**src/rtl/rmii_frame_rx.sv**
```systemverilog
// rmii_frame_rx: RMII receive front end.
// Validates and strips the preamble/SFD from raw RMII dibits (LSB-first per
// byte), then replays each complete body byte as MSB-first dibits on
// axiov/axiod for the MAC-address firewall stage.
// Optional build macro RMII_FRAME_RX_STATS_EN adds saturating frame_cnt and
// err_cnt outputs; without it those ports and counters do not exist.
module rmii_frame_rx #(
  parameter int PRE_MIN = 31,
  parameter int CNT_W   = 6
) (
  input  logic        clk,
  input  logic        rst,
  input  logic        crsdv,
  input  logic [1:0]  rxd,
  output logic        axiov,
  output logic [1:0]  axiod,
  output logic        pre_err,
  output logic        align_err
`ifdef RMII_FRAME_RX_STATS_EN
  ,
  output logic [15:0] frame_cnt,
  output logic [15:0] err_cnt
`endif
);

  typedef enum logic [1:0] {
    IDLE     = 2'd0,
    PREAMBLE = 2'd1,
    DATA     = 2'd2,
    DROP     = 2'd3
  } state_t;

  localparam logic [CNT_W-1:0] PRE_MIN_C = CNT_W'(PRE_MIN);
  localparam logic [CNT_W-1:0] CNT_MAX   = {CNT_W{1'b1}};
  localparam logic [CNT_W-1:0] CNT_ONE   = CNT_W'(1);

  state_t           state_q, state_d;
  logic [CNT_W-1:0] cnt_q, cnt_d;
  logic [1:0]       phase_q, phase_d;
  // Only bits [5:0] of a byte are ever stored: [7:6] arrive on the final
  // dibit and go straight to the output.
  logic [5:0]       cap_q, cap_d;
  logic [5:0]       hold_q, hold_d;
  logic [1:0]       emit_q, emit_d;
  logic             axiov_q, axiov_d;
  logic [1:0]       axiod_q, axiod_d;
  logic             pre_err_q, pre_err_d;
  logic             align_err_q, align_err_d;
  logic             arm;

  // State register; reset parks the FSM in DROP so a frame in flight is ignored
  always_ff @(posedge clk) begin
    if (rst) begin
      state_q <= DROP;
    end else begin
      state_q <= state_d;
    end
  end

  // Next-state logic for preamble tracking, body capture and frame discard
  always_comb begin
    state_d = state_q;
    case (state_q)
      IDLE: begin
        if (crsdv) begin
          if (rxd == 2'b01) begin
            state_d = PREAMBLE;
          end else if (rxd[1]) begin
            state_d = DROP;
          end
        end
      end
      PREAMBLE: begin
        if (!crsdv) begin
          state_d = IDLE;
        end else if (rxd == 2'b01) begin
          state_d = PREAMBLE;
        end else if ((rxd == 2'b11) && (cnt_q >= PRE_MIN_C)) begin
          state_d = DATA;
        end else begin
          state_d = DROP;
        end
      end
      DATA: begin
        if (!crsdv) begin
          state_d = IDLE;
        end
      end
      DROP: begin
        if (!crsdv) begin
          state_d = IDLE;
        end
      end
      default: state_d = DROP;
    endcase
  end

  // Per-state outputs: preamble count, byte capture, arming and error pulses
  always_comb begin
    cnt_d       = cnt_q;
    phase_d     = phase_q;
    cap_d       = cap_q;
    pre_err_d   = 1'b0;
    align_err_d = 1'b0;
    arm         = 1'b0;
    case (state_q)
      IDLE: begin
        if (crsdv && (rxd == 2'b01)) begin
          cnt_d = CNT_ONE;
        end
        if (crsdv && rxd[1]) begin
          pre_err_d = 1'b1;
        end
      end
      PREAMBLE: begin
        if (!crsdv) begin
          pre_err_d = 1'b1;
        end else if (rxd == 2'b01) begin
          if (cnt_q != CNT_MAX) begin
            cnt_d = cnt_q + CNT_ONE;
          end
        end else if ((rxd == 2'b11) && (cnt_q >= PRE_MIN_C)) begin
          phase_d = 2'd0;
        end else begin
          pre_err_d = 1'b1;
        end
      end
      DATA: begin
        if (crsdv) begin
          case (phase_q)
            2'd0:    cap_d[1:0] = rxd;
            2'd1:    cap_d[3:2] = rxd;
            2'd2:    cap_d[5:4] = rxd;
            default: arm = 1'b1;
          endcase
          phase_d = phase_q + 2'd1;
        end else begin
          phase_d = 2'd0;
          if (phase_q != 2'd0) begin
            align_err_d = 1'b1;
          end
        end
      end
      default: begin
      end
    endcase
  end

  // Output engine: replays the held byte MSB-first over four cycles, re-arming seamlessly
  always_comb begin
    hold_d  = hold_q;
    emit_d  = emit_q;
    axiov_d = axiov_q;
    axiod_d = axiod_q;
    if (arm) begin
      hold_d  = cap_q;
      emit_d  = 2'd0;
      axiov_d = 1'b1;
      axiod_d = rxd;
    end else if (axiov_q && (emit_q != 2'd3)) begin
      emit_d  = emit_q + 2'd1;
      axiov_d = 1'b1;
      case (emit_q)
        2'd0:    axiod_d = hold_q[5:4];
        2'd1:    axiod_d = hold_q[3:2];
        default: axiod_d = hold_q[1:0];
      endcase
    end else begin
      axiov_d = 1'b0;
    end
  end

  // Datapath and output registers; reset discards any byte waiting to be emitted
  always_ff @(posedge clk) begin
    if (rst) begin
      cnt_q       <= '0;
      phase_q     <= 2'd0;
      cap_q       <= 6'd0;
      hold_q      <= 6'd0;
      emit_q      <= 2'd0;
      axiov_q     <= 1'b0;
      axiod_q     <= 2'd0;
      pre_err_q   <= 1'b0;
      align_err_q <= 1'b0;
    end else begin
      cnt_q       <= cnt_d;
      phase_q     <= phase_d;
      cap_q       <= cap_d;
      hold_q      <= hold_d;
      emit_q      <= emit_d;
      axiov_q     <= axiov_d;
      axiod_q     <= axiod_d;
      pre_err_q   <= pre_err_d;
      align_err_q <= align_err_d;
    end
  end

  assign axiov     = axiov_q;
  assign axiod     = axiod_q;
  assign pre_err   = pre_err_q;
  assign align_err = align_err_q;

`ifdef RMII_FRAME_RX_STATS_EN
  logic [15:0] frame_cnt_q, frame_cnt_d;
  logic [15:0] err_cnt_q, err_cnt_d;
  logic        frame_done;

  assign frame_done = (state_q == DATA) && !crsdv && (phase_q == 2'd0);

  // Saturating counts of cleanly ended frames and of error pulses
  always_comb begin
    frame_cnt_d = frame_cnt_q;
    err_cnt_d   = err_cnt_q;
    if (frame_done && (frame_cnt_q != 16'hFFFF)) begin
      frame_cnt_d = frame_cnt_q + 16'd1;
    end
    if ((pre_err_d || align_err_d) && (err_cnt_q != 16'hFFFF)) begin
      err_cnt_d = err_cnt_q + 16'd1;
    end
  end

  // Statistics registers
  always_ff @(posedge clk) begin
    if (rst) begin
      frame_cnt_q <= 16'd0;
      err_cnt_q   <= 16'd0;
    end else begin
      frame_cnt_q <= frame_cnt_d;
      err_cnt_q   <= err_cnt_d;
    end
  end

  assign frame_cnt = frame_cnt_q;
  assign err_cnt   = err_cnt_q;
`endif

endmodule

```
**config.mk**
```make
export PLATFORM = sky130hd
export DESIGN_NAME = rmii_frame_rx
export DESIGN_NICKNAME = d
export VERILOG_FILES = /design/src/rtl/rmii_frame_rx.sv
export SDC_FILE = /design/constraint.sdc
export NUM_CORES = 1
export LEC_CHECK = 0
export CORE_MARGIN = 2
export CORE_UTILIZATION = 60
export CTS_CLUSTER_DIAMETER = 50
export DETAILED_ROUTE_END_ITERATION = 12
export PLACE_DENSITY = 0.8
export SLEW_MARGIN = 15
export SYNTH_ARGS = -nofsm -noshare
export SYNTH_HDL_FRONTEND = slang
export SYNTH_SLANG_ARGS = --single-unit
```
**constraint.sdc**
```tcl
create_clock -name clk -period 3.73 [get_ports clk]
set_clock_uncertainty 0.05 [all_clocks]
set_input_delay 0.9325 -clock clk [delete_from_list [all_inputs] [get_ports clk]]
set_output_delay 0.9325 -clock clk [all_outputs]
set_load 0.1 [all_outputs]
```
==> run_results.csv <==
group,metric,value,unit
status,run_status,"completed",
cts,clock_tree_from_tritoncts,"done",
setup_path,crit_chain,"clkdlybuf4s50_1",
grt,grt_pass1_vias,1052,
power_and_ir_drop,power.share.switching,0.263,
power_and_ir_drop,fin_total_pwr,0.544,mW
grt,grtUsageMet1,0.313,
grt,grtUsageTotal,0.238,
synth,share_of_synthesized_flip_flops_with_an_asynchronous_set_or_reset,0,
setup_path,cpLargestDelayFamily,"buffers and inverters",
die,std_cell_rows,17,
setup_path,critical_path_arrival,1.82,ns
grt,grt_start_max_net_pins,23,
grt,grt_busiest_layer,"met2",
cts,clk_pin_slew_worst_paths,0.09,ns
final_layout,synthToLayoutAreaGrowth,9.33,%
setup_path,cp.required,2.75,ns
power_and_ir_drop,static-leakage-power,0.587,nW
power_and_ir_drop,netSwitchingPower,0.143,mW
setup_path,r2r-start,"state_q[0]",
synth,ys_seq_area_frac,0.401,
setup_path,crit_slowest_cell,"clkdlybuf4s50_1",
place,portBuffers,9,
timing,timing.final.hold_violations,0,
timing,setup_viol,0,
timing,max_freq,357,MHz
synth,mean_area_per_synthesized_cell,8.83,um^2
die,floorplan.die.width,53.1,um
die,dieArea,2820,um^2
synth,seq_cells_post_synth,29,
power_and_ir_drop,comb_power_share,0.074,
power_and_ir_drop,power_report.internal_total,0.401,mW
synth,netlist-cell-type-count,41,
grt,grt_remaining_overflow,0,
setup_path,crit_fanout,2,
worst_hold_path,min-delay-path-class,"reg2reg",
grt,grt_first_pass_wirelength,4.74,mm
timing,fin_crit_sh,0.750,
synth,synthesis.area,1450,um^2
drt,initialDrtViolationCount,36,
setup_path,setup.worst_path.start_class,"flip-flop",
place,place.gp.congestion,0.889,
place,place.detailed.instances,190,
synth,netlist.top_cell.by_area,"dfxtp_1",
final_layout,most-common-layout-cells,"dfxtp_1 (29), nand2_1 (15), nor2_1 (12)",
cts,cts_max_level,2,
drt,detail_route.first_pass.iterations,4,
drt,route.final.wire_length,2.87,mm
die,initial_standard_cell_utilization_of_the_core,0.643,
cts,cts-buffers-inserted,5,
timing,grt_setup_unrepaired,"no",
die,ioPinCount,10,
timing,period_needed,2.80,ns
final_layout,ant_diodes,0,
setup_path,r2r_end,"phase_q[0]",
cts,cts-hold-fix-buffers,0,
setup_path,rrSetupSlack,1.97,ns
worst_hold_path,worst_hold_path.num_cells,2,
final_layout,final_cell_count_no_fill,198,
synth,synth_cells,164,
place,hpwl,2.01,mm
grt,initial_antenna_violation_count,0,
setup_path,worstSetupPathType,"reg2out",
grt,met3_usage,0.0932,
power_and_ir_drop,ir_drop,0.278,mV
cts,clkLatencyLatePin,0.33,ns
synth,edff_count_synth,0,
synth,synthDominantCellAreaShare,0.401,
setup_path,timing.critical_path.slowest_cell_delay,1.13,ns
final_layout,proportion_of_layout_cells_with_a_drive_suffix_above_1,0.0588,
job,cap_viol_max_count,0,
cts,post_cts_setup_buffers,0,
drt,vias,1213,
drt,avgViaCountPerCell,6.13,
drt,detail-route-antenna-nets,0,
cts,clockRootBuffer,"clkbuf_4",
setup_path,worstPathBufferInverterCount,1,
power_and_ir_drop,clkPwrFrac,0.337,
synth,ys.flop_type,"dfxtp_1",
worst_hold_path,hold_path_startpoint,"hold_q[1]",
timing,timing_worst_slew_pin_value,0.961,ns
timing,finalSetupTns,0,ns
final_layout,fill_cells,183,
setup_path,r2r.worst_path.cells,3,
power_and_ir_drop,sequentialPowerShare,0.589,
die,coreArea,2250,um^2
timing,number_of_max_slew_violations_in_the_final_report,0,
drt,avgRoutedWirePerCell,14.5,um
worst_hold_path,hold-path-endpoint,"hold_q[1]",
final_layout,final_nets,182,
grt,global_route.usage.met2,0.338,
final_layout,final_common_cell,"dfxtp_1",
synth,yosys-top-cells-area,"dfxtp_1 (40%), ha_1 (6.9%), mux2i_1 (5.5%)",
setup_path,path_depth,1,
setup_path,critical_path.endpoint_type,"output pin",
power_and_ir_drop,cellPowerDensity,343,nW/um^2
cts,cts_repair_resize_count,0,
synth,yosysWarnings,0,
die,floorplan.die.height,53.1,um
cts,tritoncts_num_sinks,29,
cts,ctsLongestPathBuffers,2,
drt,remaining_drc_errors,0,
timing,max_slew_margin,0.357,
synth,number_of_nets_produced_by_synthesis,177,
[final cells by class]
| type | count | area, um^2 | area share |
|---|---|---|---|
| Clock buffer | 6 | 41.3 | 0.0261 |
| Clock inverter | 2 | 10.0 | 0.00632 |
| Inverter | 7 | 26.3 | 0.0166 |
| Multi-Input combinational cell | 116 | 793 | 0.501 |
| Sequential cell | 29 | 581 | 0.367 |
| Tap cell | 28 | 35.0 | 0.0221 |
| Timing Repair Buffer | 10 | 97.6 | 0.0616 |
[how the worst max path moves through the flow]
stage,to,slack [ns],startpoint
finish,axiod[0],0.93,axiod[0]
global route,axiov,0.85,axiov
CTS,axiod[0],0.92,axiod[0]
detailed placement,axiod[1],1.05,crsdv
global placement,cnt_q[3],1.10,rxd[1]
floorplan,cnt_q[3],1.76,rxd[0]
[routing by layer]
layer,up-vias,routed length [um]
met2,34,1260
met4,0,41
met3,6,150
met5,-,0
li1,613,-
met1,560,1410
[cells by family after synthesis]
logic type	count (synthesis)	share of synthesized area
multiplexers	8	0.0553
flip-flops	29	0.401
XOR/XNOR	1	0.00605
AND/OR/NAND/NOR	66	0.255
AO/OA/AOI/OAI	33	0.162
buffers and inverters	19	0.0518
adder cells (fa/ha/maj)	8	0.0691
[power by group through the flow]
| stage | sequential, mW | combinational, mW | clock, mW |
|---|---|---|---|
| 3_5_place_dp | 0.328 | 0.0396 | 0 |
| 6_report | 0.321 | 0.0403 | 0.183 |
| 3_3_place_gp | 0.327 | 0.0391 | 0 |
| 2_1_floorplan | 0.328 | 0.0289 | 0 |
| 5_1_grt | 0.322 | 0.0435 | 0.202 |
| 4_1_cts | 0.320 | 0.0398 | 0.185 |
[Yosys cell counts (all sizes together) (3+ instances only)]
library cell and n:
ha 8, o21ai 4, nand2 15, buf 3, nand2b 5, nand4 3, dfxtp 29, mux2i 8
clkbuf 9, nand3 5, nor3 5, nand4b 5, inv 7, a21oi 9, nor4 4, nor2 12
[sequential cells by signal (all words and copies together) (netlist names)]
| register | flops |
|---|---|
| axiov | 1 |
| emit_q | 2 |
| hold_q | 6 |
| state_q | 2 |
| phase_q | 2 |
| cnt_q | 6 |
| pre_err | 1 |
| align_err | 1 |
| cap_q | 6 |
| axiod | 2 |
[per-stage QoR]
step                setup slack (ns)   util  hold slack [ns]  cell area (um^2)
global route                   0.851  0.703            0.431              1580
finish                         0.932  0.703            0.411              1580
floorplan                       1.76      -            0.382              1450
CTS                            0.924  0.703            0.410              1580
global placement                1.10  0.680            0.390              1530
detailed placement              1.05  0.680            0.396              1530
No activity file was read; power rests on OpenSTA's default activity.
